$ cat config.mk
export PLATFORM = sky130hd
export DESIGN_NAME = ulpi_reg_ctrl_flat
export DESIGN_NICKNAME = d
export VERILOG_FILES = /design/src/rtl/ulpi_reg_ctrl_if.sv /design/src/rtl/ulpi_reg_ctrl.sv /design/src/flat_wrapper.sv
export SDC_FILE = /design/constraint.sdc
export NUM_CORES = 1
export LEC_CHECK = 0
export CAP_MARGIN = 20
export CORE_UTILIZATION = 50
export CTS_BUF_LIST = sky130_fd_sc_hd__clkbuf_4 sky130_fd_sc_hd__clkbuf_8
export DETAILED_ROUTE_END_ITERATION = 6
export PLACE_DENSITY_LB_ADDON = 0.08
export REMOVE_ABC_BUFFERS = 1
export SYNTH_ARGS = -nofsm -noshare
export SYNTH_HDL_FRONTEND = slang
export SYNTH_SLANG_ARGS = --single-unit
$ cat constraint.sdc
create_clock -name clk_i -period 2.9 [get_ports clk_i]
set_input_delay 0.29 -clock clk_i [delete_from_list [all_inputs] [get_ports clk_i]]
set_output_delay 0.29 -clock clk_i [all_outputs]
set_load 0.02 [all_outputs]
$ cat src/rtl/ulpi_reg_ctrl_if.sv
// Register-client port of the ULPI register controller.
// master: client (req/we/addr/wdata out), slave: controller (ack/err/rdata out).
interface ulpi_reg_ctrl_if;
    logic       req;
    logic       we;
    logic [5:0] addr;
    logic [7:0] wdata;
    logic       ack;
    logic       err;
    logic [7:0] rdata;

    modport master (
        output req, we, addr, wdata,
        input  ack, err, rdata
    );

    modport slave (
        input  req, we, addr, wdata,
        output ack, err, rdata
    );
endinterface

$ cat src/rtl/ulpi_reg_ctrl.sv
// ULPI link-side register controller: PHY init writes, one register port, RX CMD tap.
// Ports: clk_i/rst_i, ULPI data/dir/nxt/stp, reg_bus (slave), init_done_o, rxcmd_o/valid.
module ulpi_reg_ctrl #(
    parameter logic [15:0] INIT_DELAY     = 16'd6000,
    parameter logic [7:0]  OTG_CTRL_INIT  = 8'h00,
    parameter logic [7:0]  FUNC_CTRL_INIT = 8'h48,
    parameter logic [7:0]  TIMEOUT        = 8'd255,
    parameter logic [3:0]  MAX_RETRY      = 4'd8
) (
    input  logic           clk_i,
    input  logic           rst_i,
    input  logic [7:0]     ulpi_data_i,
    output logic [7:0]     ulpi_data_o,
    input  logic           ulpi_dir_i,
    input  logic           ulpi_nxt_i,
    output logic           ulpi_stp_o,
    ulpi_reg_ctrl_if.slave reg_bus,
    output logic           init_done_o,
    output logic [7:0]     rxcmd_o,
    output logic           rxcmd_valid_o
);
    typedef enum logic [3:0] {
        WAIT_INIT, IDLE, CMD, WDATA, STP,
        RTURN, RDATA, RWAIT, ABORT
    } state_t;

    state_t      state, state_n;
    logic [15:0] dcnt;
    logic [7:0]  tcnt;
    logic [3:0]  retry;
    logic        we_q, is_int, to_err, dir_q;
    logic [5:0]  addr_q;
    logic [7:0]  wdata_q, rd_buf;
    logic [1:0]  init_idx;
    logic        ack_q, err_q;
    logic [7:0]  rdata_q;

    logic int_pend, accept, fin, fin_err;
    logic t_clr, t_inc, r_inc, to_set, cap;

    // init_idx: 0 = OTG write pending, 1 = FUNC write pending, 2 = done
    assign int_pend = (init_idx != 2'd2);

    always_comb begin
        state_n = state;
        accept  = 1'b0;
        fin     = 1'b0;
        fin_err = 1'b0;
        t_clr   = 1'b0;
        t_inc   = 1'b0;
        r_inc   = 1'b0;
        to_set  = 1'b0;
        cap     = 1'b0;
        unique case (state)
            WAIT_INIT: begin
                if (dcnt == INIT_DELAY - 16'd1)
                    state_n = IDLE;
            end
            IDLE: begin
                // two idle dir cycles: no turnaround pending
                if (!ulpi_dir_i && !dir_q &&
                    (int_pend || (reg_bus.req && init_done_o))) begin
                    accept  = 1'b1;
                    state_n = CMD;
                end
            end
            CMD, WDATA: begin
                if (ulpi_dir_i) begin
                    state_n = ABORT;
                end else if (ulpi_nxt_i) begin
                    t_clr = 1'b1;
                    if (state == WDATA)
                        state_n = STP;
                    else
                        state_n = we_q ? WDATA : RTURN;
                end else if (tcnt == TIMEOUT - 8'd1) begin
                    to_set  = 1'b1;
                    state_n = STP;
                end else begin
                    t_inc = 1'b1;
                end
            end
            STP: begin
                fin     = 1'b1;
                fin_err = to_err;
                state_n = IDLE;
            end
            RTURN: begin
                if (ulpi_dir_i && !ulpi_nxt_i)
                    state_n = RDATA;
                else
                    state_n = ABORT;
            end
            RDATA: begin
                cap     = 1'b1;
                state_n = RWAIT;
            end
            RWAIT: begin
                if (!ulpi_dir_i) begin
                    fin     = 1'b1;
                    state_n = IDLE;
                end
            end
            ABORT: begin
                if (!ulpi_dir_i && !dir_q) begin
                    r_inc = 1'b1;
                    if (retry == MAX_RETRY - 4'd1) begin
                        fin     = 1'b1;
                        fin_err = 1'b1;
                        state_n = IDLE;
                    end else begin
                        t_clr   = 1'b1;
                        state_n = CMD;
                    end
                end
            end
            default: state_n = WAIT_INIT;
        endcase
    end

    always_ff @(posedge clk_i or negedge rst_i) begin
        if (!rst_i) begin
            state         <= WAIT_INIT;
            dcnt          <= '0;
            tcnt          <= '0;
            retry         <= '0;
            we_q          <= 1'b0;
            is_int        <= 1'b0;
            to_err        <= 1'b0;
            dir_q         <= 1'b0;
            addr_q        <= '0;
            wdata_q       <= '0;
            rd_buf        <= '0;
            init_idx      <= '0;
            ack_q         <= 1'b0;
            err_q         <= 1'b0;
            rdata_q       <= '0;
            init_done_o   <= 1'b0;
            rxcmd_o       <= '0;
            rxcmd_valid_o <= 1'b0;
        end else begin
            state         <= state_n;
            dir_q         <= ulpi_dir_i;
            ack_q         <= 1'b0;
            err_q         <= 1'b0;
            rxcmd_valid_o <= 1'b0;
            if (state == WAIT_INIT)
                dcnt <= dcnt + 16'd1;
            if (accept) begin
                is_int <= int_pend;
                retry  <= '0;
                to_err <= 1'b0;
                if (int_pend) begin
                    we_q    <= 1'b1;
                    addr_q  <= (init_idx == 2'd0) ? 6'h0A : 6'h04;
                    wdata_q <= (init_idx == 2'd0) ? OTG_CTRL_INIT
                                                  : FUNC_CTRL_INIT;
                end else begin
                    we_q    <= reg_bus.we;
                    addr_q  <= reg_bus.addr;
                    wdata_q <= reg_bus.wdata;
                end
            end
            if (accept || t_clr)
                tcnt <= '0;
            else if (t_inc)
                tcnt <= tcnt + 8'd1;
            if (r_inc)
                retry <= retry + 4'd1;
            if (to_set)
                to_err <= 1'b1;
            if (cap)
                rd_buf <= ulpi_data_i;
            if (fin) begin
                // a failed init write still advances the sequence
                if (is_int) begin
                    init_idx <= init_idx + 2'd1;
                    if (init_idx == 2'd1)
                        init_done_o <= 1'b1;
                end else begin
                    ack_q <= 1'b1;
                    err_q <= fin_err;
                    if (!we_q && !fin_err)
                        rdata_q <= rd_buf;
                end
            end
            if (ulpi_dir_i && dir_q && !ulpi_nxt_i &&
                state != RTURN && state != RDATA) begin
                rxcmd_o       <= ulpi_data_i;
                rxcmd_valid_o <= 1'b1;
            end
        end
    end

    always_comb begin
        ulpi_data_o = 8'h00;
        if (!ulpi_dir_i) begin
            unique case (state)
                CMD:     ulpi_data_o = {we_q ? 2'b10 : 2'b11, addr_q};
                WDATA:   ulpi_data_o = wdata_q;
                default: ulpi_data_o = 8'h00;
            endcase
        end
    end

    assign ulpi_stp_o    = (state == STP);
    assign reg_bus.ack   = ack_q;
    assign reg_bus.err   = err_q;
    assign reg_bus.rdata = rdata_q;
endmodule
$ cat src/flat_wrapper.sv
// flat-port wrapper written by rule: the top's interface ports become plain ports
module ulpi_reg_ctrl_flat 
#(
    parameter logic [15:0] INIT_DELAY     = 16'd6000,
    parameter logic [7:0]  OTG_CTRL_INIT  = 8'h00,
    parameter logic [7:0]  FUNC_CTRL_INIT = 8'h48,
    parameter logic [7:0]  TIMEOUT        = 8'd255,
    parameter logic [3:0]  MAX_RETRY      = 4'd8
)
  (clk_i, rst_i, ulpi_data_i, ulpi_data_o, ulpi_dir_i, ulpi_nxt_i, ulpi_stp_o, init_done_o, rxcmd_o, rxcmd_valid_o, reg_bus_req, reg_bus_we, reg_bus_addr, reg_bus_wdata, reg_bus_ack, reg_bus_err, reg_bus_rdata);
  ulpi_reg_ctrl_if reg_bus_i ();
  input  logic clk_i;
  input  logic rst_i;
  input  logic [7:0] ulpi_data_i;
  output logic [7:0] ulpi_data_o;
  input  logic ulpi_dir_i;
  input  logic ulpi_nxt_i;
  output logic ulpi_stp_o;
  output logic init_done_o;
  output logic [7:0] rxcmd_o;
  output logic rxcmd_valid_o;
  input wire logic [$bits(reg_bus_i.req)-1:0] reg_bus_req;
  input wire logic [$bits(reg_bus_i.we)-1:0] reg_bus_we;
  input wire logic [$bits(reg_bus_i.addr)-1:0] reg_bus_addr;
  input wire logic [$bits(reg_bus_i.wdata)-1:0] reg_bus_wdata;
  output wire logic [$bits(reg_bus_i.ack)-1:0] reg_bus_ack;
  output wire logic [$bits(reg_bus_i.err)-1:0] reg_bus_err;
  output wire logic [$bits(reg_bus_i.rdata)-1:0] reg_bus_rdata;
  assign reg_bus_i.req = reg_bus_req;
  assign reg_bus_i.we = reg_bus_we;
  assign reg_bus_i.addr = reg_bus_addr;
  assign reg_bus_i.wdata = reg_bus_wdata;
  assign reg_bus_ack = reg_bus_i.ack;
  assign reg_bus_err = reg_bus_i.err;
  assign reg_bus_rdata = reg_bus_i.rdata;
  ulpi_reg_ctrl #(.INIT_DELAY(INIT_DELAY), .OTG_CTRL_INIT(OTG_CTRL_INIT), .FUNC_CTRL_INIT(FUNC_CTRL_INIT), .TIMEOUT(TIMEOUT), .MAX_RETRY(MAX_RETRY)) u_core (.clk_i(clk_i), .rst_i(rst_i), .ulpi_data_i(ulpi_data_i), .ulpi_data_o(ulpi_data_o), .ulpi_dir_i(ulpi_dir_i), .ulpi_nxt_i(ulpi_nxt_i), .ulpi_stp_o(ulpi_stp_o), .reg_bus(reg_bus_i), .init_done_o(init_done_o), .rxcmd_o(rxcmd_o), .rxcmd_valid_o(rxcmd_valid_o));
endmodule
==> impl_metrics.yaml <==
synth:
  yosysSeqAreaShare_pct: 51.5
  synth_warnings: 0
  synth.avg_cell_area_um2: 10.6
  synth_top_area_cell: "dfrtp_1"
  yosysTopAreaCellShare_pct: 51.5
  synth_async_sr_flop_share_pct: 100
  synth-edff-count: 0
  ys_ff_latch: 80
  syn_inst: 367
  synthFlopType: "dfrtp_1"
  synth.area.top_cells: "dfrtp_1 51%, mux2_2 7.8%, nand2_1 4.2%, o21ai_0 3.0%, xnor2_1 2.5%"
  synth_cell_types: 54
  synth_area_um2: 3890
cts:
  h-tree-depth: 3
  clk_latency_ps: 350
  numClockSinks: 80
  clk_pin_slew_ps: 90
  cts_buffer_depth: 2
  ctsHoldBuffers: 0
  root_buffer: "clkbuf_8"
  cts_tree: "yes"
  post_cts_buffers: 0
  cts_resized: 0
  numCtsBuffers: 9
place:
  finalWeightedCongestion: 0.877
  io_buffers: 56
  dp.final_hpwl_mm: 5.58
timing:
  finalClockSkew_ps: 11.9
  setup_viol: 0
  final_hold_viol_count: 0
  setup_tns_ps: 0
  slew_headroom_pct: 34.5
  period_needed_ps: 2730
  max_freq_mhz: 366
  tightest_slew_ps: 979
  fin_crit_sh_pct: 94.1
  rsz0062_at_grt: "no"
  final-max-slew-violation-count: 0
setup_path:
  setup.worst_path.start: "u_core.state[3]$_DFFE_PN0P_"
  startpoint_type: "flop"
  critPathKind: "reg2out"
  required_ps: 2610
  worst-r2r-setup-slack_ps: 580
  end_kind: "primary output"
  critPathMaxFanout: 11
  rr_endpoint: "u_core.state[1]$_DFFE_PN0P_"
  r2r_start: "u_core.state[0]$_DFFE_PN0P_"
  r2r_cells: 5
  cp.arrival_ps: 2440
  critical_path.endpoint: "ulpi_data_o[6]"
layout:
  n_antenna_cell: 0
  num-fill-cells: 596
  final_nets: 464
  ff_latch_area_um2: 2000
  syn_to_final_growth_pct: 23.4
  multiInputGateArea_um2: 1770
  drive_gt1_share_pct: 15.4
  utilization_pct: 65.2
die:
  rows: 31
  die_x_um: 90.2
  coreArea_um2: 7370
  die_h_um: 90.2
  initial_core_util_pct: 52.8
  io_pins: 57
  design.die.area_um2: 8140
power:
  powerDensity_nw_per_um2: 807
  leakage_uw: 0.00206
  peakVddDrop_mv: 0.453
grt:
  grt_use_total_pct: 21.6
  antenna_found_initial: 0
  grt_pass1_wl_mm: 14.0
  grt_pass1_vias: 2975
  grt_max_degree: 81
  grt_overflow: 0
route:
  drc: 0
  wl_mm: 8.11
  ant_nets: 0
  wl_per_cell_um: 15.2
  first_pass_iters: 5
  dr.first_iter.drc_count: 145
  via_per_inst: 5.48
  vias: 2921
worst_hold_path:
  min_path_type: "in2async"
run:
  drv_cap: 0
outcome:
  status: "completed"
## per-layer routing
layer | track usage [%] | share of wire, % | vias up
met4 | 8.74 | 1.7 | 0
met1 | 29.8 | 48 | 1438
met5 | 0 | 0 | -
li1 | - | - | 1427
met2 | 34.0 | 47 | 44
met3 | 3.64 | 3.3 | 12
## cell families (layout without fill, tap and decap cells)
group	after synthesis	after routing	synth area share, %
compound gates	62	62	9.97
buf+inv	28	95	3.06
fa+ha+maj	7	7	2.25
xor+xnor	20	20	4.50
mux	35	35	9.87
simple gates	135	135	18.9
flops	80	80	51.5
## power breakdown
part	switching [µW]	leakage, µW	internal [µW]	total [µW]
Sequential	244	0.00106	1410	1650
Clock	416	0.0000963	410	826
Combinational	726	0.000908	672	1400
## registers in the layout (all words and copies together) (netlist names)
name                  cells
u_core.dcnt              16
u_core.reg_bus.ack        1
u_core.addr_q             6
u_core.reg_bus.rdata      8
u_core.dir_q              1
u_core.retry              4
u_core.rxcmd_valid_o      1
u_core.we_q               1
u_core.to_err             1
u_core.reg_bus.err        1
u_core.is_int             1
u_core.tcnt               8
u_core.wdata_q            8
u_core.state              4
u_core.rxcmd_o            8
u_core.init_done_o        1
u_core.init_idx           2
u_core.rd_buf             8
## synth_stat cells, types with 3 or more instances
library cell,count
a21oi_1,17
and3_1,4
buf_2,5
clkbuf_1,9
dfrtp_1,80
ha_1,7
inv_1,12
mux2_2,27
mux2i_1,8
nand2_1,44
nand2b_1,3
nand3_1,16
nand4_1,5
nor2_1,21
nor2b_1,5
nor3_1,5
nor4_1,4
nor4b_1,4
o21ai_0,23
or2_2,3
or3_1,6
xnor2_1,11
xor2_1,9
## worst min path at each step
stage | end
finish | u_core.dcnt[11]$_DFFE_PN0N_
detailed placement | u_core.dcnt[15]$_DFFE_PN0N_
global route | u_core.addr_q[4]$_DFFE_PN0P_
CTS | u_core.addr_q[4]$_DFFE_PN0P_
global placement | u_core.dcnt[15]$_DFFE_PN0N_
floorplan | u_core.addr_q[0]$_DFFE_PN0P_
## area by class of cell
type                            instances  area share (%)
Multi-Input combinational cell        259            36.8
Timing Repair Buffer                   67            13.8
Sequential cell                        80            41.7
Tap cell                               99            2.58
Clock inverter                          6            1.41
Inverter                               12           0.938
Clock buffer                           10            2.74
## worst max-delay path, cell delays in order, from the launching register on
cell	delay, ps
dfrtp_1	380
or4b_2	850
nor3_1	230
clkdlybuf4s50_1	620
## placed cells by master (no fill, tap or decap), drive strengths merged, types with 2 or more instances in the layout
| cell type | n |
|---|---|
| dfrtp | 80 |
| clkdlybuf4s50 | 55 |
| nand2 | 44 |
| mux2 | 27 |
| o21ai | 24 |
| nor2 | 21 |
| a21oi | 18 |
| nand3 | 16 |
| inv | 13 |
| xnor2 | 11 |
| buf | 11 |
| clkbuf | 10 |
| xor2 | 9 |
| mux2i | 8 |
| ha | 7 |
| or3 | 6 |
| nand4 | 6 |
| nor2b | 5 |
| nor3 | 5 |
| nor4 | 5 |
| and3 | 4 |
| nor4b | 4 |
| nand2b | 3 |
| or2 | 3 |
| or4b | 3 |
| nor3b | 2 |
| nand3b | 2 |
| a21bo | 2 |
| and4 | 2 |
| o31ai | 2 |
| or4 | 2 |
| a32o | 2 |
| clkinvlp | 2 |
| clkinv | 2 |
## through the flow
| step | instances | cell area, µm² | total power, µW | worst slack [ps] | hold WS, ps |
|---|---|---|---|---|---|
| 2_1_floorplan | 351 | 3820 | 2530 | 534 | -5.59 |
| 3_3_place_gp | 515 | 4570 | 3030 | 233 | 461 |
| 3_5_place_dp | 515 | 4570 | 3070 | 221 | 465 |
| 4_1_cts | 531 | 4760 | 3910 | 154 | 141 |
| 5_1_grt | 533 | 4800 | 4130 | 69.7 | 356 |
| 6_report | 533 | 4800 | 3880 | 171 | 348 |
(Power assumes the default switching activity.)
